[src/rtl/shift_deserializer.sv]
// MSB-first serial-to-parallel receiver with frame-start hunting, a valid/ready
// holding register and sticky overrun / frame-error flags.
module shift_deserializer #(
  parameter int WIDTH   = 8,
  parameter bit FREERUN = 1'b0
) (
  input  logic             clk,
  input  logic             rst_n,
  input  logic             clken,
  input  logic             SI,
  input  logic             SYNC,
  output logic [WIDTH-1:0] PO,
  output logic             PO_VALID,
  input  logic             PO_READY,
  output logic             OVERRUN,
  output logic             FRAMEERR,
  input  logic             ERR_CLR
);

  localparam int CNT_W = $clog2(WIDTH);
  localparam logic [CNT_W-1:0] LAST_CNT = CNT_W'(WIDTH - 1);
  localparam logic [CNT_W-1:0] CNT_ZERO = {CNT_W{1'b0}};
  localparam logic [CNT_W-1:0] CNT_ONE  = CNT_W'(1);

  typedef enum logic {
    HUNT  = 1'b0,
    SHIFT = 1'b1
  } state_e;

  state_e           state_q;
  logic [CNT_W-1:0] bitcnt_q;
  logic [WIDTH-1:0] shreg_q;
  logic [WIDTH-1:0] po_q;
  logic             po_valid_q;
  logic             overrun_q;
  logic             frameerr_q;

  logic [WIDTH-1:0] word_s;
  logic             complete_s;
  logic             load_s;
  logic             drop_s;
  logic             sync_err_s;

  // Completion, handshake and error qualifiers for the current edge
  always_comb begin
    word_s     = {shreg_q[WIDTH-2:0], SI};
    complete_s = 1'b0;
    sync_err_s = 1'b0;
    if (clken && (state_q == SHIFT)) begin
      complete_s = !SYNC && (bitcnt_q == LAST_CNT);
      sync_err_s = SYNC && (bitcnt_q != CNT_ZERO);
    end else begin
      complete_s = 1'b0;
      sync_err_s = 1'b0;
    end
    load_s = complete_s && (!po_valid_q || PO_READY);
    drop_s = complete_s && po_valid_q && !PO_READY;
  end

  // Receive FSM, holding register and sticky flags
  always_ff @(posedge clk or negedge rst_n) begin
    if (!rst_n) begin
      state_q    <= HUNT;
      bitcnt_q   <= CNT_ZERO;
      shreg_q    <= {WIDTH{1'b0}};
      po_q       <= {WIDTH{1'b0}};
      po_valid_q <= 1'b0;
      overrun_q  <= 1'b0;
      frameerr_q <= 1'b0;
    end else begin
      if (clken) begin
        case (state_q)
          HUNT: begin
            if (SYNC) begin
              shreg_q  <= word_s;
              bitcnt_q <= CNT_ONE;
              state_q  <= SHIFT;
            end
          end
          SHIFT: begin
            shreg_q <= word_s;
            if (SYNC) begin
              bitcnt_q <= CNT_ONE;
            end else if (bitcnt_q == LAST_CNT) begin
              bitcnt_q <= CNT_ZERO;
              state_q  <= FREERUN ? SHIFT : HUNT;
            end else begin
              bitcnt_q <= bitcnt_q + CNT_ONE;
            end
          end
          default: begin
            state_q  <= HUNT;
            bitcnt_q <= CNT_ZERO;
          end
        endcase
      end

      // A completion on the handshake edge refills the register instead of emptying it
      if (load_s) begin
        po_q       <= word_s;
        po_valid_q <= 1'b1;
      end else if (po_valid_q && PO_READY) begin
        po_valid_q <= 1'b0;
      end

      if (drop_s) begin
        overrun_q <= 1'b1;
      end else if (ERR_CLR) begin
        overrun_q <= 1'b0;
      end

      if (sync_err_s) begin
        frameerr_q <= 1'b1;
      end else if (ERR_CLR) begin
        frameerr_q <= 1'b0;
      end
    end
  end

  assign PO       = po_q;
  assign PO_VALID = po_valid_q;
  assign OVERRUN  = overrun_q;
  assign FRAMEERR = frameerr_q;

endmodule

[config.mk]
export PLATFORM = sky130hd
export DESIGN_NAME = shift_deserializer
export DESIGN_NICKNAME = d
export VERILOG_FILES = /design/src/rtl/shift_deserializer.sv
export SDC_FILE = /design/constraint.sdc
export NUM_CORES = 1
export LEC_CHECK = 0
export BUFFER_PORTS_ARGS = -buffer_cell sky130_fd_sc_hd__buf_4
export CELL_PAD_IN_SITES_DETAIL_PLACEMENT = 0
export CELL_PAD_IN_SITES_GLOBAL_PLACEMENT = 1
export CORE_MARGIN = 3
export CORE_UTILIZATION = 46
export DETAILED_ROUTE_END_ITERATION = 10
export PLACE_DENSITY_LB_ADDON = 0.1
export SETUP_SLACK_MARGIN = 0.4
export SKIP_LAST_GASP = 1
export SLEW_MARGIN = 40
export SYNTH_ARGS = -nofsm -noshare
export SYNTH_HDL_FRONTEND = slang
export SYNTH_SLANG_ARGS = --single-unit
[constraint.sdc]
create_clock -name clk -period 3 [get_ports clk]
set_input_delay 0.3 -clock clk [delete_from_list [all_inputs] [get_ports clk]]
set_output_delay 0.3 -clock clk [all_outputs]
set_load 0.05 [all_outputs]
==> out/results.ini, run 1 <==
[synthesis]
synth_nets=77
synth-seq-cells=22
synthCells=67
synthesis.area_per_instance_sq_um=14.4
ys_types=22
syn_area_sq_um=966
seq_area_frac_synth=0.570
yosys_warnings=0

[timing]
tightest_slew_ps=568
slew_viol_final=0
setup_slack_ps=1130
finalCritPeriodShare=0.624
report.final.setup_viol=0
slew-limit-headroom=0.620
hold_viol=0
clock_skew_ps=6.83
rsz0062_at_grt=false
finalSetupTns_ps=0
fmax_mhz=534
period_needed_ps=1870

[floorplan]
die_x_microns=51.8
core_sq_um=1860
core.rowCount=15
die_h_microns=51.8
io_pins=18
initial_core_util=0.520
dieArea_sq_um=2690

[placed_design]
portBuffers=17
pre_cts_slack_ps=1120
post_dp_cell_area_sq_um=1100
placedCellCount=106
gp_congestion=0.766
dp_hpwl_mm=1.03

[clock_network]
cts_tree=yes
cts_max_level=1
clkSlewWorstSetupHoldPaths_ps=120
cts_resized=0
cts-buffers-inserted=3
cts_setup_buffers=0
cts.sinks=22
clk_path_buf_depth=2
cts_hold_buf=1
ctsRootBufferMaster=clkbuf_4
clkLatencyLatePin_ps=310

[final_layout]
final_cell_mix=dfrtp_1, buf_4, mux2_4, mux2_2, nand2_1
synthToLayoutAreaGrowth_pct=20.7
layout_commonest_cell=dfrtp_1
final_cells=111
n_antenna_cell=0
nNetsFinal=97
design_area_sq_um=1170
drive_gt1_frac=0.465

[min_path]
hp-class=primary input to flop
holdCritStartpoint=SI
hold_path_depth=2
hold_path_end=PO[0]

[setup_path]
rrSetupSlack_ps=1130
arrival_ps=2080
crit_type=flop to flop
critical_path_peak_fanout=8
r2r_end=PO[2]
reg2reg_depth=5
start_kind=flop
critPathRequiredTime_ps=3210
reg2reg_from=bitcnt_q[0]
end_kind=flop

[routing]
antenna_left=0
wl_met1_microns=738
dr_wl_met3_microns=87
routed-wl-met2_microns=616
vias=551
routed.top_layer=met4
wire_per_inst_microns=13.1
drc=0
drt_iter0_drc=2
vias_per_cell=4.96
routed_wl_mm=1.46
drt_first_pass_iters=2

[global_routing]
grt_overflow_total=0
track_usage=0.128
antenna_found_initial=0
grt_first_pass_wirelength_mm=2.48
grt_max_degree=23
grt_pass1_vias=553

[pwr]
irDropWorstVdd_mv=0.414
powerDensity_nw_per_um2=767
leakagePower_nw=0.579

[flow_run]
drv_cap=0

[status]
status=complete, no violations

critical path, cell delays in order (launching register included):
cell and delay (ps):
dfrtp_1 410, ha_1 160, ha_1 240, nand4b_4 130
nor2b_2 490, mux2_4 350
cell usage after synthesis, drive strengths merged:
| cell type | n | area (sq um) |
|---|---|---|
| nand2 | 5 | 18.8 |
| nand3 | 1 | 5.00 |
| inv | 4 | 15.0 |
| dfrtp | 22 | 551 |
| ha | 3 | 37.5 |
| o21a | 1 | 7.51 |
| nand2b | 1 | 6.26 |
| o21ai | 2 | 13.8 |
| o22ai | 1 | 6.26 |
| nor2b | 1 | 8.76 |
| a22o | 3 | 27.5 |
| mux2 | 15 | 199 |
| nor3b | 1 | 7.51 |
| a21oi | 1 | 5.00 |
| buf | 3 | 21.3 |
| o2bb2ai | 1 | 8.76 |
| nor2 | 1 | 3.75 |
| nand4b | 1 | 23.8 |
how the worst max path moves through the flow:
| stage | start | to | cells after the start | slack [ps] |
|---|---|---|---|---|
| detailed placement | bitcnt_q[0] | PO[0] | 5 | 1120 |
| global placement | bitcnt_q[0] | PO[2] | 5 | 1180 |
| floorplan | bitcnt_q[0] | PO[0] | 6 | 1470 |
| finish | bitcnt_q[0] | PO[2] | 5 | 1130 |
| global route | bitcnt_q[0] | PO[2] | 5 | 990 |
| CTS | bitcnt_q[0] | PO[2] | 5 | 1100 |
routing by layer:
| layer | GRT usage | up-vias |
|---|---|---|
| met2 | 0.182 | 14 |
| met5 | 0 | - |
| met4 | 0.0655 | 0 |
| met1 | 0.179 | 267 |
| met3 | 0.0315 | 2 |
| li1 | - | 268 |
stage by stage:
step	utilization	power (mW)	hold WS [ps]
final	0.628	0.895	217
after global routing	0.628	0.942	208
after CTS	0.628	0.907	204
after detailed placement	0.594	0.678	201
after global placement	0.594	0.674	200
after floorplan	-	0.598	4.41
cell families after synthesis:
logic type               Yosys count  share of synthesized area
AND/OR/NAND/NOR                   11                     0.0764
flip-flops                        22                      0.570
buffers and inverters              7                     0.0376
adder cells (fa/ha/maj)            3                     0.0389
multiplexers                      15                      0.206
AO/OA/AOI/OAI                      9                     0.0712
power by group:
group / internal, mW / switching [mW] / leakage (nW) / total (mW)
registers: 0.363 / 0.0443 / 0.280 / 0.407
clock network: 0.135 / 0.0904 / 0.0279 / 0.226
logic: 0.115 / 0.147 / 0.271 / 0.262
flip-flops by register name, summed over array words and instances, names as in the netlist:
name	flops
OVERRUN	1
state_q	1
shreg_q	7
bitcnt_q	3
PO_VALID	1
PO	8
FRAMEERR	1
final cells by class:
cell class                 instances  area, sq um
clock buffer                       3         22.5
clock inverter                     1         30.0
fill                             147          692
inverter                           4         15.0
multi-input combinational         38          379
sequential                        22          551
tap                               25         31.3
timing repair buffer              18          138
(Power assumes the default switching activity.)
==> run 2, diff against run 1 <==
--- a/config.mk
+++ b/config.mk
@@ -5,11 +5,12 @@
 export SDC_FILE = /design/constraint.sdc
 export NUM_CORES = 1
 export LEC_CHECK = 0
+export ABC_AREA = 1
 export BUFFER_PORTS_ARGS = -buffer_cell sky130_fd_sc_hd__buf_4
 export CELL_PAD_IN_SITES_DETAIL_PLACEMENT = 0
 export CELL_PAD_IN_SITES_GLOBAL_PLACEMENT = 1
 export CORE_MARGIN = 3
-export CORE_UTILIZATION = 46
+export CORE_UTILIZATION = 40
 export DETAILED_ROUTE_END_ITERATION = 10
 export PLACE_DENSITY_LB_ADDON = 0.1
 export SETUP_SLACK_MARGIN = 0.4
==> constraint.sdc (replaced) <==
create_clock -name clk -period 1.9 [get_ports clk]
set_input_delay 0.19 -clock clk [delete_from_list [all_inputs] [get_ports clk]]
set_output_delay 0.19 -clock clk [all_outputs]
set_load 0.05 [all_outputs]
==> out/results.ini, run 2 <==
[status]
status=complete, no violations

[clock_network]
ctsRootBufferMaster=clkbuf_4
cts-buffers-inserted=3  ; unchanged
cts_hold_buf=1  ; unchanged
clk_path_buf_depth=2  ; unchanged
cts_max_level=1  ; unchanged
cts_resized=0  ; unchanged
cts.sinks=22  ; unchanged
clkSlewWorstSetupHoldPaths_ps=120  ; about the same
clkLatencyLatePin_ps=300  ; about the same
cts_tree=yes
cts_setup_buffers=0  ; unchanged

[pwr]
irDropWorstVdd_mv=0.825  ; +99%
p_clk_frac=0.196  ; -0.056
sequentialPowerShare=0.480  ; +0.025
p_sw_frac=0.375  ; +0.0599
p_comb_frac=0.323  ; +0.030
power_switching_mw=0.482  ; +71%
powerDensity_nw_per_um2=1110  ; +45%
internal_power_mw=0.803  ; +31%
power_mw=1.28  ; +44%
leakagePower_nw=0.614  ; +6.1%

[setup_path]
cp_cell_sequence=ha_1 -> ha_1 -> inv_1 -> nor2_2 -> nand3_4 -> nand2_1 -> nand2_1
start_kind=flop
crit_type=flop to flop
end_kind=flop
arrival_ps=1500  ; -580 ps
critical_path_peak_fanout=8  ; unchanged
cpPeakStageDelay_ps=390  ; -100 ps
cp_slowest_cell=dfrtp_1
critPathRequiredTime_ps=2110  ; -1100 ps

[routing]
drc=0  ; unchanged
vias_per_cell=4.64  ; -6.6%
routed_wl_mm=1.65  ; +13%
antenna_left=0  ; unchanged
drt_iter0_drc=7  ; +5
wire_per_inst_microns=10.9  ; -17%
drt_first_pass_iters=4  ; +2
vias=700  ; +27%

[placed_design]
pre_cts_slack_ps=608  ; -516 ps
gp_congestion=0.727  ; -5.1%
dp_hpwl_mm=1.26  ; +23%
portBuffers=17  ; unchanged

[timing]
report.final.setup_viol=0  ; unchanged
finalSetupTns_ps=0  ; unchanged
finalCritPeriodShare=0.680  ; +0.0554
hold_viol=0  ; unchanged
clock_skew_ps=3.37  ; -3.46 ps
slew_viol_final=0  ; unchanged
period_needed_ps=1290  ; -582 ps
rsz0062_at_grt=false
setup_slack_ps=609  ; -518 ps
tightest_slew_ps=391  ; -176 ps
slew-limit-headroom=0.739  ; +0.119
fmax_mhz=774  ; +45%

[final_layout]
nNetsFinal=134  ; +38%
finish.utilization=0.512  ; -0.115
n_antenna_cell=0  ; unchanged
synthToLayoutAreaGrowth_pct=19.6
final_cell_mix=nand2_1, dfrtp_1, buf_4, inv_1, nand3_1
layout_commonest_cell=nand2_1
drive_gt1_frac=0.236  ; -0.229
largest_reg_flops=8  ; unchanged

[synthesis]
synth_nets=113  ; +47%
ys_types=18  ; -18%
synth_most_common_cell=nand2_1
synth-seq-cells=22  ; unchanged
synth_async_sr_flop_share=1.00  ; unchanged
synthCells=103  ; +54%
synth_top_area_cell=dfrtp_1
synth_common_cells=nand2_1, dfrtp_1, inv_1, nand3_1, a21oi_1
synthesis.area_per_instance_sq_um=9.38  ; -35%
seq_area_frac_synth=0.570  ; unchanged
syn_area_sq_um=966  ; unchanged
synth.area.top_cells=dfrtp_1, nand2_1, nand3_1, ha_1, inv_1
yosys_warnings=0  ; unchanged
synth-edff-count=0  ; unchanged
synth.top_cell.area_share=0.570  ; unchanged
synth_ff_type=dfrtp_1

[floorplan]
die_x_microns=55.1  ; +6.4%
core_sq_um=2250  ; +21%
io_pins=18  ; unchanged
initial_core_util=0.428  ; -0.0915
die_h_microns=55.1  ; +6.4%
dieArea_sq_um=3040  ; +13%
core.rowCount=17  ; +2

[global_routing]
grt_max_degree=23  ; unchanged
grt_overflow_total=0  ; unchanged
grt_pass1_vias=654  ; +18%
grt_first_pass_wirelength_mm=2.80  ; +13%
antenna_found_initial=0  ; unchanged
track_usage=0.132  ; +0.00381

[flow_run]
drv_cap=0  ; unchanged

[min_path]
hp-class=primary input to flop

run 2: cell types whose count changed after synthesis, moves of 4 or more:
cell     change
a21oi_1      +5
inv_1        +6
mux2_2       -7
mux2_4       -8
nand2_1     +27
nand3_1      +9
nor2_1       +4
run 2: worst max-delay path: cells and delay by family (launching register included):
family	cells	cell delay (ps)
buffers and inverters	1	60
DFF	1	390
and+or+nand+nor	4	440
adders and majority gates	2	310
run 2: cells by family (layout without fill, tap and decap cells):
| family | after synthesis | in the layout | share of synthesized area |
|---|---|---|---|
| simple gates | 53 | 53 | 0.262 |
| flops | 22 | 22 | 0.570 |
| buf+inv | 13 | 33 | 0.0635 |
| compound gates | 12 | 12 | 0.0661 |
| fa+ha+maj | 3 | 3 | 0.0389 |
run 2: path summary, 6_finish.rpt:
| check | start | end | slack, ps | cells past startpoint |
|---|---|---|---|---|
| worst max-delay path | bitcnt_q[0] | PO[1] | 610 | 7 |
| worst min-delay path | clken | state_q | 90 | 2 |
| worst max register to register | bitcnt_q[0] | PO[1] | 610 | 7 |
| worst min register to register | PO[3] | PO[3] | 490 | 2 |
| max in group asynchronous | rst_n | shreg_q[4] | 1390 | 2 |
| min in group asynchronous | rst_n | OVERRUN | 290 | 2 |
run 2: final cells by class:
| cell class | count | area (sq um) |
|---|---|---|
| fill | 220 | 1100 |
| inverter | 11 | 41.3 |
| multi-input combinational | 68 | 354 |
| sequential | 22 | 551 |
| timing repair buffer | 18 | 138 |
| clock buffer | 4 | 36.3 |
| tap | 28 | 35.0 |
run 2: per-layer routing:
layer  routed length [microns]  up-vias  GRT usage
met5                         0        -          0
met4                        12        0     0.0243
met3                       127        2     0.0563
met2                       710       17      0.209
met1                       800      316      0.168
li1                          -      365          -
run 2: power by group through the flow:
stage | combinational (mW) | clock [mW] | sequential, mW
floorplan | 0.120 | 0 | 0.792
detailed placement | 0.419 | 0 | 0.627
global placement | 0.415 | 0 | 0.626
finish | 0.415 | 0.252 | 0.617
CTS | 0.422 | 0.261 | 0.618
global route | 0.460 | 0.282 | 0.630
run 2: per-stage QoR:
step / instances / instance area, sq um / hold slack [ps]
final: 151 / 1150 / 91.6
after global routing: 151 / 1150 / 78.3
after CTS: 151 / 1150 / 83.2
after detailed placement: 146 / 1110 / 97.9
after global placement: 146 / 1110 / 95.1
after floorplan: 103 / 966 / -106
